**config.mk**
```make
export PLATFORM = sky130hd
export DESIGN_NAME = mem_arbiter
export DESIGN_NICKNAME = d
export VERILOG_FILES = /design/src/rtl/mem_arbiter.sv
export SDC_FILE = /design/constraint.sdc
export NUM_CORES = 1
export LEC_CHECK = 0
export ABC_AREA = 1
export CAP_MARGIN = 5
export CORE_ASPECT_RATIO = 0.5
export CORE_MARGIN = 4
export CORE_UTILIZATION = 48
export CTS_BUF_LIST = sky130_fd_sc_hd__clkbuf_8
export CTS_CLUSTER_DIAMETER = 60
export DETAILED_ROUTE_END_ITERATION = 7
export PLACE_DENSITY = 0.95
export SYNTH_ARGS = -nofsm -noshare
export SYNTH_HDL_FRONTEND = slang
export SYNTH_SLANG_ARGS = --single-unit
```
**constraint.sdc**
```tcl
create_clock -name clk -period 3.85 [get_ports clk]
set_input_delay 0.77 -clock clk [delete_from_list [all_inputs] [get_ports clk]]
set_output_delay 0.77 -clock clk [all_outputs]
set_load 0.005 [all_outputs]
```
**src/rtl/mem_arbiter.sv**
```systemverilog
// mem_arbiter: serialises instruction-fetch and load/store requests onto the single-ported ram,
// turning its pulse handshake into req/ack. Define MEM_ARB_RR_EN for round-robin arbitration.
module mem_arbiter #(
    parameter int unsigned TIMEOUT = 15
) (
    input  logic        clk,
    input  logic        rst,
    input  logic        i_req,
    input  logic [31:0] i_addr,
    output logic [31:0] i_data,
    output logic        i_ack,
    output logic        i_exc,
    input  logic        d_req,
    input  logic        d_we,
    input  logic [31:0] d_addr,
    input  logic [31:0] d_wdata,
    output logic [31:0] d_rdata,
    output logic        d_ack,
    output logic        d_exc,
    output logic [31:0] m_r_addr,
    output logic [31:0] m_w_addr,
    output logic [31:0] m_w_line,
    output logic        m_read,
    output logic        m_write,
    input  logic [31:0] m_r_line,
    input  logic        m_rrdy,
    input  logic        m_wrdy,
    input  logic        m_exc,
    output logic        busy,
    output logic        owner
);
    localparam logic [7:0] TIMEOUT_CNT = 8'(TIMEOUT);

    typedef enum logic [1:0] { IDLE, BUS, RESP } state_t;

    state_t     state;
    logic [7:0] wait_cnt;
    logic       grant_d;
    logic       qualified;
    logic       rsp_ok;
    logic       rsp_fail;

`ifdef MEM_ARB_RR_EN
    logic rr_prio_d;  // 1: data port wins the next simultaneous request

    always_comb begin
        grant_d = d_req;
        if (i_req && d_req) grant_d = rr_prio_d;
    end

    always_ff @(posedge clk) begin
        if (rst) rr_prio_d <= 1'b0;
        else if (state == IDLE && (i_req || d_req)) rr_prio_d <= !grant_d;
    end
`else
    always_comb grant_d = d_req;
`endif

    // The ram's exc is sticky from the previous op, so the first BUS cycle is never trusted.
    always_comb begin
        qualified = (wait_cnt != '0);
        rsp_ok    = qualified && (m_write ? m_wrdy : m_rrdy);
        rsp_fail  = qualified && !rsp_ok && (m_exc || wait_cnt == TIMEOUT_CNT);
    end

    always_ff @(posedge clk) begin
        if (rst) begin
            state    <= IDLE;
            wait_cnt <= '0;
            m_r_addr <= '0;
            m_w_addr <= '0;
            m_w_line <= '0;
            m_read   <= 1'b0;
            m_write  <= 1'b0;
            i_data   <= '0;
            d_rdata  <= '0;
            i_ack    <= 1'b0;
            i_exc    <= 1'b0;
            d_ack    <= 1'b0;
            d_exc    <= 1'b0;
            busy     <= 1'b0;
            owner    <= 1'b0;
        end else begin
            i_ack <= 1'b0;
            i_exc <= 1'b0;
            d_ack <= 1'b0;
            d_exc <= 1'b0;
            case (state)
                IDLE: begin
                    if (i_req || d_req) begin
                        state    <= BUS;
                        busy     <= 1'b1;
                        owner    <= grant_d;
                        wait_cnt <= '0;
                        if (grant_d && d_we) begin
                            m_w_addr <= d_addr;
                            m_w_line <= d_wdata;
                            m_write  <= 1'b1;
                        end else begin
                            m_r_addr <= grant_d ? d_addr : i_addr;
                            m_read   <= 1'b1;
                        end
                    end
                end
                BUS: begin
                    wait_cnt <= wait_cnt + 8'd1;
                    if (rsp_ok || rsp_fail) begin
                        state   <= RESP;
                        m_read  <= 1'b0;
                        m_write <= 1'b0;
                        if (owner) begin
                            d_ack <= 1'b1;
                            d_exc <= rsp_fail;
                            if (m_read) d_rdata <= rsp_ok ? m_r_line : '0;
                        end else begin
                            i_ack  <= 1'b1;
                            i_exc  <= rsp_fail;
                            i_data <= rsp_ok ? m_r_line : '0;
                        end
                    end
                end
                RESP: begin
                    state <= IDLE;
                    busy  <= 1'b0;
                end
                default: state <= IDLE;
            endcase
        end
    end
endmodule

```
After elaboration in Yosys (flattened, before gate mapping)

Index checks and enable logic that the tools add are counted.
Widths: inputs -> output; s select.

Output and inout port bits: 168
Input bits: 136
Word-level logic and storage cells: 71
Bits in registers: 178

Bitwise gates (word level): 4
Muxes and demuxes: 19
Add/subtract/negate cells: 1
Equality and inequality tests: 7
Reductions and logical operators: 25

Operators by type and width:

| operator            | count |
|---|---|
| $mux 32             | 2 |
| $pmux 8 s2          | 1 |
| $reduce_and 4->1    | 3 |
| $mux 1              | 9 |
| $reduce_and 3->1    | 3 |
| $add 8x1->8 const B | 1 |
| $eq 8x4->1 const B  | 1 |
| $mux 8              | 1 |
| $ne 2x2->1 const B  | 4 |
| $reduce_and 2->1    | 4 |
| $reduce_bool 8->1   | 1 |
| $reduce_or 4->1     | 2 |
| $pmux 1 s2          | 3 |
| $logic_and 1x1->1   | 4 |
| $mux 2              | 2 |
| $not 1->1           | 4 |
| $pmux 2 s2          | 1 |
| $reduce_bool 2->1   | 2 |
| $logic_or 1x1->1    | 3 |
| $reduce_or 3->1     | 1 |
| $eq 2x1->1 const B  | 1 |
| $eq 2x2->1 const B  | 1 |
| $logic_not 2->1     | 1 |
| $logic_not 1->1     | 1 |

Logic depth before layout (Yosys ltp)

Gate-level depths: netlist (run 1).

Depth after elaboration: 8
Mapped depth: 12
Gate-level depth less buffers: 11

Worst setup path after synthesis (run 1)

Ideal clock, no wire load.

Kind: input to register
Start point: input d_req
End point: register m_w_addr[0]
Setup slack: 2.008 ns
Stages: 8
Library setup time: 0.116 ns
Path buffers: 3
Data arrival time: 1.726 ns
Required time: 3.734 ns
Path through: buf_2 nand2_2 nor2_1 inv_1 buf_2 clkbuf_1 nor2_1 nor2_1

Longest elaborated chain between the ends: 2
Elaborated cells between the ends (all ways): 3
Classes of those cells: reduce/logical (3)

Ends and longest elaborated chain:

| item                                                         | RTL line | RTL |
|---|---|---|
| from (decl)                                                  | 13       | `input logic d_req,` |
| $logic_or 1x1->1 / $logic_and 1x1->1 (equally long branches) | 90, 95   |  |
| $reduce_and 3->1 (no line) (*)                               | --       |  |
| to (signal assigned)                                         | 96       | `m_w_addr <= d_addr;` |
| to (decl)                                                    | 21       | `output logic [31:0] m_w_addr,` |

Every way passes the cells marked *; elsewhere a longest branch is shown, timed or not.
A chain may end at the register's enable or synchronous reset.

Worst setup path in the final report (run 1)

Start point: register wait_cnt[0]
End point: register i_data[10]

Longest elaborated chain between the ends: 7
Elaborated cells between the ends (all ways): 10
Classes of those cells: eq/ne (1); mux (1); reduce/logical (8)

Ends and longest elaborated chain:

| item                            | RTL line | RTL |
|---|---|---|
| from (decl)                     | 37       | `logic [7:0] wait_cnt;` |
| from (signal assigned)          | 106      | `wait_cnt <= wait_cnt + 8'd1;` |
| $reduce_bool 8->1               | 61       | `qualified = (wait_cnt != '0);` |
| $logic_and 1x1->1               | 62       | `rsp_ok = qualified && (m_write ? m_wrdy : m_rrdy);` |
| $logic_not 1->1                 | 63       | `rsp_fail = qualified && !rsp_ok && (m_exc \|\| wait_cnt == TIMEOUT_CNT);` |
| $logic_and 1x1->1 (2 in series) | 63       |  |
| $logic_or 1x1->1                | 107      | `if (rsp_ok \|\| rsp_fail) begin` |
| $reduce_and 3->1 (no line)      | --       |  |
| to (signal assigned)            | 118      | `i_data <= rsp_ok ? m_r_line : '0;` |
| to (decl)                       | 10       | `output logic [31:0] i_data,` |

Several ways; a longest one is shown, not always the timed one.

==> key figures, run 1 <==
Status
  – Status: finished clean

CTS
  – # Post-CTS Setup Buffers: 0
  – CTS clock-pin slew for the worst setup and hold paths: 0.09 ns
  – CTS resizes: 0
  – Clk_lat worst skew: 0.45 ns
  – CTS Root Cell: clkbuf_8
  – Clk buf depth: 2
  – CTS H-Tree Depth: 4
  – CTS tree: yes
  – CTS Sinks: 178
  – CTS Hold Buffers Added: 0
  – CTS Buf Count: 17

Routing
  – First-pass DRT Iterations: 8
  – Drc violations: 0
  – Vias per cell: 5.012
  – Initial DRC count: 565
  – Total wire length: 24250 microns
  – Antenna Violating Nets Remaining: 0
  – Highest metal used: met4
  – Via count: 8085
  – Met2 WL post-DR: around 12000 microns
  – Metal3 WL: 1820 microns
  – Wire per inst: 15.04 microns
  – M1 WL: around 9600 microns

Placed design
  – Final GP Congestion: 0.9177
  – Pre-CTS setup slack: 0.5941 ns
  – DPL Wire Length: 17570 microns
  – # port buffers: 303
  – Placed Cells: between 1500 and 2000

Power
  – PD cells: 380.1 nW/um^2
  – Peak supply drop: 0.2885 mV
  – Static Leak: between 4 and 5 nW
  – Overall power: 4.194 mW

Timing
  – Slew margin rel.: 23.51%
  – Final WS setup: 0.9389 ns
  – RSZ-0062 raised after global routing: false
  – Max Freq: 343.5 MHz
  – Final setup viols: 0
  – Slew @ Worst Pin: 1.146 ns
  – Hold Violations, Final: 0
  – Post-route setup TNS: 0 ns
  – Final Cycle Share: 75.61%
  – Slew Limit Fails: 0
  – Minimum clock period: 2.911 ns
  – Clock Skew: 0.01862 ns

GRT
  – Antenna violations before repair: 0
  – Overflow after GRT: 0
  – GRT Total Usage: between 20% and 30%
  – Pin count of the biggest net entering global routing: 69
  – Vias in the first global route: 7742
  – First-pass GRT wire length: between 30000 and 40000 microns

Worst setup path
  – Worst-path cell chain: inv_1 > ha_1 > nand2_1 > o21ai_2 > nand2_4 > nand3_2 > buf_4 > nand2_1 > inv_1 > nor2_1
  – Setup CP Type: flop to flop
  – CP startpoint kind: flop
  – WP data arrival: 3.25 ns
  – Worst-path fanout max: 33
  – Max incr delay on CP: 0.77 ns
  – Worst path required time: 4.19 ns
  – Critical Path End Type: flop
  – Worst path slowest cell: o21ai_2

Synthesis
  – Synth top area cells: dfxtp_1 47%, nand2_1 15%, nor2_1 13%, inv_1 6.3%, o21ai_0 4.2%
  – Synth top area share: a little under half
  – Synthesized Nets: 1271
  – Yosys warnings: 0
  – Synthesized area per cell: 6.658 sq um
  – Synth area leader: dfxtp_1
  – Distinct cells, synth: 28
  – Seq cells post-synth: between 150 and 200
  – Synthesized area: approximately 7500 sq um
  – Sequential area share after synthesis: a little under half
  – Gate Count Post-Synth: between 1000 and 1500

Worst hold path
  – HP Class: flop to flop

Finish
  – Commonest cells after routing, fill and taps aside: 302 x clkdlybuf4s50_1, 294 x nand2_1, 256 x nor2_1
  – Synthesis-to-finish area growth: 46.29%
  – Commonest non-fill, non-tap cell in the layout: clkdlybuf4s50_1
  – Layout Cells excl Fill: 1613
  – Layout cells sized above 1: roughly 4.4%
  – Area occupied by multi-input gates: 3189 sq um
  – Nets: 1534
  – Number of inserted diodes: 0
  – Filler Cell Count: 1167
  – Reg area: roughly 3600 sq um

Die
  – Rows: 32
  – Die width: around 190 microns
  – Total die area: 17910 sq um
  – Initial Util: 48.94%
  – Die Ht: between 90 and 100 microns
  – Core Region: 15410 sq um
  – I/O pins: 304

Job
  – Max-Cap Viols: 0
[logic make-up after synthesis]
| kind of cell | count (synthesis) | synth area share [%] |
|---|---|---|
| adder cells (fa/ha/maj) | 2 | 0.3317 |
| AND/OR/NAND/NOR | 636 | 34.12 |
| flip-flops | 178 | 47.24 |
| AO/OA/AOI/OAI | 114 | 7.696 |
| buffers and inverters | 203 | 10.62 |
[critical path: cells and delay by family, from the launching register on]
kind / cells / cell delay, ns
buf+inv: 3 / 0.44
simple gates: 5 / 1.08
fa+ha+maj: 1 / 0.16
flops: 1 / 0.35
compound gates: 1 / 0.77
[metal layers]
layer | global-route usage (%) | up-vias
met5 | 0 | -
met4 | 8.117 | 0
met3 | 6.011 | 51
met2 | 46.77 | 376
met1 | 29.91 | 3674
li1 | - | 3984
[synthesized netlist by cell type (all sizes together)]
cell      n
dfxtp   178
clkinv    1
ha        2
o32ai     1
o21ai    71
clkbuf   40
nand4    29
nor3      5
o21bai    1
nor2    259
nand3    42
a21oi    41
inv     132
nand3b    1
buf      30
nor3b     3
nand2   297
[power by group]
| group | switching (mW) | total, mW | internal, mW |
|---|---|---|---|
| clock | 0.740 | 1.34 | 0.596 |
| sequential | 0.0637 | 2.02 | 1.95 |
| combinational | 0.420 | 0.840 | 0.419 |
| total | 1.22 | 4.19 | 2.97 |
[flip-flops by register name, indices dropped and copies added (netlist names)]
signal,count
busy,1
d_ack,1
d_exc,1
d_rdata,32
i_ack,1
i_data,32
i_exc,1
m_r_addr,32
m_read,1
m_w_addr,32
m_w_line,32
m_write,1
owner,1
state,2
wait_cnt,8
[final timing paths]
kind / slack [ns] / to / cells after the start / startpoint
min: 0.47 / m_r_addr[1] / 2 / m_r_addr[1]
min reg2reg: 0.47 / m_r_addr[1] / 2 / m_r_addr[1]
max: 0.94 / i_data[10] / 10 / wait_cnt[0]
max reg2reg: 0.94 / i_data[10] / 10 / wait_cnt[0]
[final cells by class]
type,count,area share [%]
multi-input combinational,752,28.90
tap,204,2.313
clock buffer,17,2.120
inverter,133,4.535
timing repair buffer,314,28.30
sequential,178,32.29
clock inverter,15,1.542
[stage by stage]
stage | area (sq um) | util (%) | hold slack, ns
2_1_floorplan | 7543 | - | 0.4550
3_3_place_gp | 10630 | 68.97 | 0.4483
3_5_place_dp | 10630 | 68.97 | 0.4556
4_1_cts | 11040 | 71.59 | 0.4678
5_1_grt | 11040 | 71.59 | 0.4842
6_report | 11040 | 71.59 | 0.4666
(Power assumes the default switching activity.)
==> run 2, diff against run 1 <==
- CORE_UTILIZATION: 48 -> 40
- PLACE_DENSITY: 0.95 -> 0.89
- clock period: 3.85 -> 2.4 ns (I/O delays scaled with it)
==> run 2 against run 1 <==
Setup slack worse by 0.47 ns. Sequential share of layout area fell by 0.62 points. Combinational power is 64% higher. Critical path depth fell by 9. Hold slack lost 0.0026 ns. Highest routed layer unchanged. Largest cell class unchanged. Total power up 62%. Final cell count increased by 4.1%. Largest power group unchanged. Die area rose by 19%.
==> key figures, run 2 (same netlist as run 1, synthesis figures left out) <==
Die
  – Rows: 35
  – Total die area: 21250 sq um
  – I/O pins: 304
  – Die width: 202.2 microns
  – Initial Util: 40.92%
  – Die Ht: 105.1 microns
  – Core Region: 18440 sq um

CTS
  – Clk buf depth: 2
  – CTS Root Cell: clkbuf_8
  – CTS Buf Count: 17
  – CTS Hold Buffers Added: 0
  – CTS tree: yes
  – CTS Sinks: 178
  – CTS resizes: 0
  – Clk_lat worst skew: 0.46 ns
  – CTS H-Tree Depth: 4
  – # Post-CTS Setup Buffers: 0
  – CTS clock-pin slew for the worst setup and hold paths: 0.11 ns

Timing
  – Final Cycle Share: between 80% and 90%
  – Slew Limit Fails: 0
  – Clock Skew: 0.02150 ns
  – RSZ-0062 raised after global routing: false
  – Minimum clock period: approximately 1.9 ns
  – Final setup viols: 0
  – Slew @ Worst Pin: 0.7380 ns
  – Hold Violations, Final: 0
  – Max Freq: about 520 MHz
  – Post-route setup TNS: 0 ns
  – Slew margin rel.: between 50% and 60%

Power
  – Clock power frac: 32.2%
  – Switching Share: 29.04%
  – Int Pwr: 4.830 mW
  – Static Leak: 5.066 nW
  – Sequential share of power: 47.5%
  – Peak supply drop: about 0.35 mV
  – Comb pwr share: 20.2%
  – P_sw: 1.976 mW
  – PD cells: 604.9 nW/um^2

GRT
  – Overflow after GRT: 0
  – GRT Total Usage: 22.00%
  – Vias in the first global route: 7633
  – Antenna violations before repair: 1
  – Pin count of the biggest net entering global routing: 66
  – First-pass GRT wire length: 38480 microns

Finish
  – Commonest non-fill, non-tap cell in the layout: clkdlybuf4s50_1
  – Layout cells sized above 1: around 5%
  – Synthesis-to-finish area growth: 49.16%
  – Nets: 1544
  – Commonest cells after routing, fill and taps aside: 302 x clkdlybuf4s50_1, 294 x nand2_1, 256 x nor2_1
  – Post-Layout Inst Area: 11250 sq um

Job
  – Max-Cap Viols: 0

Routing
  – First-pass DRT Iterations: 7
  – Drc violations: 0
  – Initial DRC count: 603
  – Wire per inst: 14.55 microns
  – Antenna Violating Nets Remaining: 0
  – Vias per cell: 4.747
  – Via count: around 8000
  – Total wire length: 24430 microns

Status
  – Status: finished clean

Placed design
  – # port buffers: 303
  – Final GP Congestion: around 0.86
  – DPL Wire Length: 17780 microns
  – Placed Instance Area: 10840 sq um

Worst hold path
  – HP Class: flop to flop

Worst setup path
  – Worst-path cell chain: clkdlybuf4s50_1
  – Worst-path fanout max: 4
  – Top delay family on crit path: buffers and inverters
  – WP data arrival: approximately 1.5 ns
  – Worst path required time: 1.92 ns
  – Max incr delay on CP: 0.58 ns
  – Worst path slowest cell: clkdlybuf4s50_1
  – Worst Path Buf+Inv: 1
  – Setup CP Type: flop to output port
  – CP startpoint kind: flop
  – Critical Path End Type: output port
==> run 2: cell types whose count changed in the layout (fill, tap and decap cells not counted) <==
cell        previous run  this run
clkbuf_8              17        18
buf_12                 1         6
clkinv_2               2         3
inv_8                  2         3
clkinv_4               1         0
diode_2                0         1
buf_4                 10        15
inv_6                  5         6
clkinvlp_4             4         1
==> run 2: power by group through the flow <==
stage	Combinational, mW	Sequential [mW]	Clock [mW]
5_1_grt	1.50	3.26	2.37
6_report	1.38	3.24	2.19
3_5_place_dp	1.37	3.30	0
2_1_floorplan	0.577	3.31	0
4_1_cts	1.38	3.23	2.26
3_3_place_gp	1.34	3.29	0
==> run 2: area by class of cell <==
cell class | count | area, sq um
well taps | 259 | 324.1
diodes | 1 | 2.502
flip-flops and latches | 178 | 3563
fillers | 1638 | 7184
clock inverters | 14 | 163.9
clock buffers | 18 | 247.7
inverters | 133 | 500.5
repair buffers | 324 | 3261
multi-input cells | 752 | 3189
==> run 2: layer usage <==
| metal | vias up | share of wire, % | GRT usage (%) | routed length [microns] |
|---|---|---|---|---|
| met5 | - | 0 | 0 | 0 |
| met2 | 239 | 50 | 37.93 | 12130 |
| li1 | 4008 | - | - | - |
| met3 | 57 | 4.9 | 4.558 | 1188 |
| met1 | 3666 | 42 | 26.54 | 10260 |
| met4 | 0 | 3.5 | 10.07 | 852 |
==> run 2: per-stage QoR <==
stage / hold slack (ns) / instances / setup slack (ns) / util, % / total power [mW]
6_report: 0.4640 / 1679 / 0.4679 / 61.03 / 6.806
5_1_grt: 0.4874 / 1679 / 0.2990 / 61.03 / 7.133
4_1_cts: 0.4661 / 1678 / 0.4216 / 61.02 / 6.873
3_3_place_gp: 0.4472 / 1646 / 0.2847 / 58.79 / 4.629
2_1_floorplan: 0.4550 / 1133 / 0.8113 / - / 3.883
3_5_place_dp: 0.4511 / 1646 / 0.2202 / 58.79 / 4.672
==> run 2: worst register-to-register path, stage by stage, from the launching register on <==
cell,delay (ns)
dfxtp_1,0.37
inv_1,0.08
ha_1,0.20
nand2_1,0.09
nor2_1,0.05
nor2_1,0.11
nand2_2,0.11
nand2_4,0.15
buf_4,0.26
nand2_1,0.14
nor3_1,0.21
==> run 2: worst paths after layout <==
kind,slack [ns],cells past startpoint,endpoint,start
max,0.47,1,owner,owner
min,0.46,2,m_r_addr[5],m_r_addr[5]
max reg2reg,0.54,10,d_exc,wait_cnt[0]
min reg2reg,0.46,2,m_r_addr[5],m_r_addr[5]
==> run 3, diff against run 2 <==
- CORE_UTILIZATION: 40 -> 45
- PLACE_DENSITY: 0.89 -> 0.94
- clock period: 2.4 -> 1.8 ns (I/O delays scaled with it)
==> run 3 against run 2 <==
Global-route usage is 3.3 points higher. Sequential cell count unchanged. Non-clock buffer count rose by 20. Hold slack worse by 0.065 ns. Via count up 4.2%. Count of clock-buffer cells in the layout grew 1. Sequential power up 34%. Die area down 10%.
==> key figures, run 3 (same netlist as run 1, synthesis figures left out) <==
Finish
  – Nets: 1564
  – Number of inserted diodes: 0
  – Commonest non-fill, non-tap cell in the layout: clkdlybuf4s50_1
  – Final core occ: 69.96%
  – Layout cells sized above 1: about 7%
  – Commonest cells after routing, fill and taps aside: 299 x clkdlybuf4s50_1, 293 x nand2_1, 255 x nor2_1
  – Synthesis-to-finish area growth: 52.03%
  – Layout Cells excl Fill: 1666
  – Filler Cell Count: 1279

Routing
  – Initial DRC count: 560
  – Via count: between 8000 and 9000
  – Vias per cell: between 4 and 5
  – First-pass DRT Iterations: 7
  – Wire per inst: 15.39 microns
  – Total wire length: 25630 microns
  – Drc violations: 0
  – Antenna Violating Nets Remaining: 0

Worst setup path
  – R2R setup slack: about 0.080 ns
  – WP data arrival: 1.39 ns
  – Top delay family on crit path: buffers and inverters
  – RR Endpoint: m_read
  – Setup CP Type: flop to output port
  – Critical Path End Type: output port
  – CP startpoint kind: flop
  – Origin of the critical flop-to-flop path: wait_cnt[0]
  – Worst path slowest cell: clkdlybuf4s50_1
  – Worst path required time: 1.44 ns
  – Worst Path Buf+Inv: 1
  – Max incr delay on CP: about 0.54 ns
  – Worst-path cell chain: clkdlybuf4s50_1
  – Reg2reg path depth: 12
  – Worst-path fanout max: 4

Die
  – Core Region: 16390 sq um
  – Total die area: ~19000 sq um
  – Initial Util: between 40% and 50%
  – Die Ht: 99.55 microns
  – Rows: 33
  – I/O pins: 304
  – Die width: 191.1 microns

Timing
  – Final WS setup: 0.05088 ns
  – Max Freq: 571.7 MHz
  – Clock Skew: 0.02312 ns
  – Post-route setup TNS: 0 ns
  – Slew Limit Fails: 0
  – Slew margin rel.: 67.48%
  – Final Cycle Share: 97.17%
  – Worst hold slack: ~0.40 ns
  – Final setup viols: 0
  – Hold Violations, Final: 0
  – Slew @ Worst Pin: slightly below 0.5 ns
  – Minimum clock period: between 1.5 and 2 ns

GRT
  – GRT Total Usage: 25.27%
  – Overflow after GRT: 0
  – Pin count of the biggest net entering global routing: 89
  – First-pass GRT wire length: 39200 microns
  – Antenna violations before repair: 0
  – Vias in the first global route: about 8000

Placed design
  – Final GP Congestion: 0.8277
  – Placed Cells: 1631
  – # port buffers: 303
  – Pre-CTS setup slack: -0.2979 ns
  – DPL Wire Length: approximately 19000 microns

Worst hold path
  – Hold path cells: 4
  – Endpoint, Worst Hold: d_rdata[6]
  – HP Class: primary input to flop
  – Hold wc startpoint: rst

Power
  – Peak supply drop: 0.6329 mV
  – Static Leak: approximately 5.2 nW
  – PD cells: 788.9 nW/um^2

CTS
  – Clk buf depth: 2
  – CTS Sinks: around 180
  – CTS clock-pin slew for the worst setup and hold paths: 0.11 ns
  – CTS H-Tree Depth: 4
  – CTS Root Cell: clkbuf_8
  – CTS tree: yes
  – CTS Hold Buffers Added: 0
  – Clk_lat worst skew: 0.45 ns
  – CTS Buf Count: 17

Job
  – Max-Cap Viols: 0

Status
  – Status: finished clean
==> run 3: cell types whose count changed in the layout (fill, tap and decap cells not counted), sizes merged <==
cell           previous run  this run
buf                      22        40
clkbuf                   18        21
clkdlybuf4s50           302       299
dlymetal6s2s              0         3
bufinv                    2         0
clkinv                    4         5
diode                     1         0
==> run 3: report_power, final <==
part | internal, mW | total [mW] | leakage, nW | switching (mW)
clock | 1.11 | 2.76 | 0.200 | 1.65
sequential | 4.18 | 4.33 | 1.45 | 0.142
combinational | 1.01 | 1.96 | 3.58 | 0.948
total | 6.31 | 9.05 | 5.24 | 2.74
==> run 3: stage by stage <==
step	instance area [sq um]	power, mW
after floorplan	7543	5.177
after global placement	10950	6.246
after detailed placement	10950	6.309
after CTS	11350	9.058
after global routing	11470	9.470
final	11470	9.047
==> run 3: area by class of cell <==
| class | count | area [sq um] | area share [%] |
|---|---|---|---|
| Inverter | 133 | 503.0 | 4.386 |
| Tap cell | 227 | 284.0 | 2.477 |
| Timing Repair Buffer | 344 | 3497 | 30.49 |
| Clock inverter | 13 | 132.6 | 1.156 |
| Sequential cell | 178 | 3568 | 31.11 |
| Clock buffer | 19 | 261.5 | 2.280 |
| Multi-Input combinational cell | 752 | 3222 | 28.09 |
==> run 3: routing by layer <==
| metal | track usage [%] | vias up | part of all wire [%] |
|---|---|---|---|
| met2 | 45.47 | 362 | 50 |
| met5 | 0 | - | 0 |
| met3 | 5.014 | 60 | 6.7 |
| li1 | - | 4041 | - |
| met1 | 30.01 | 3843 | 40 |
| met4 | 9.763 | 0 | 2.8 |
==> run 3: repair_timing <==
| action | CTS | global route |
|---|---|---|
| gates cloned | 0 | 2 |
| buffers inserted | 0 | 1 |
| pin swaps | 0 | 1 |
| setup endpoints to repair | 2 | 67 |
| gates resized for setup | 1 | 21 |
==> run 3: worst max path at each step <==
stage | start | to | slack, ns | cells after the start
2_1_floorplan | wait_cnt[0] | d_rdata[15] | 0.21 | 12
3_3_place_gp | m_rrdy | d_rdata[26] | -0.20 | 10
3_5_place_dp | m_rrdy | d_rdata[22] | -0.30 | 10
4_1_cts | wait_cnt[0] | i_data[7] | 0.01 | 11
5_1_grt | wait_cnt[0] | m_read | -0.02 | 12
6_report | m_write | m_write | 0.05 | 1
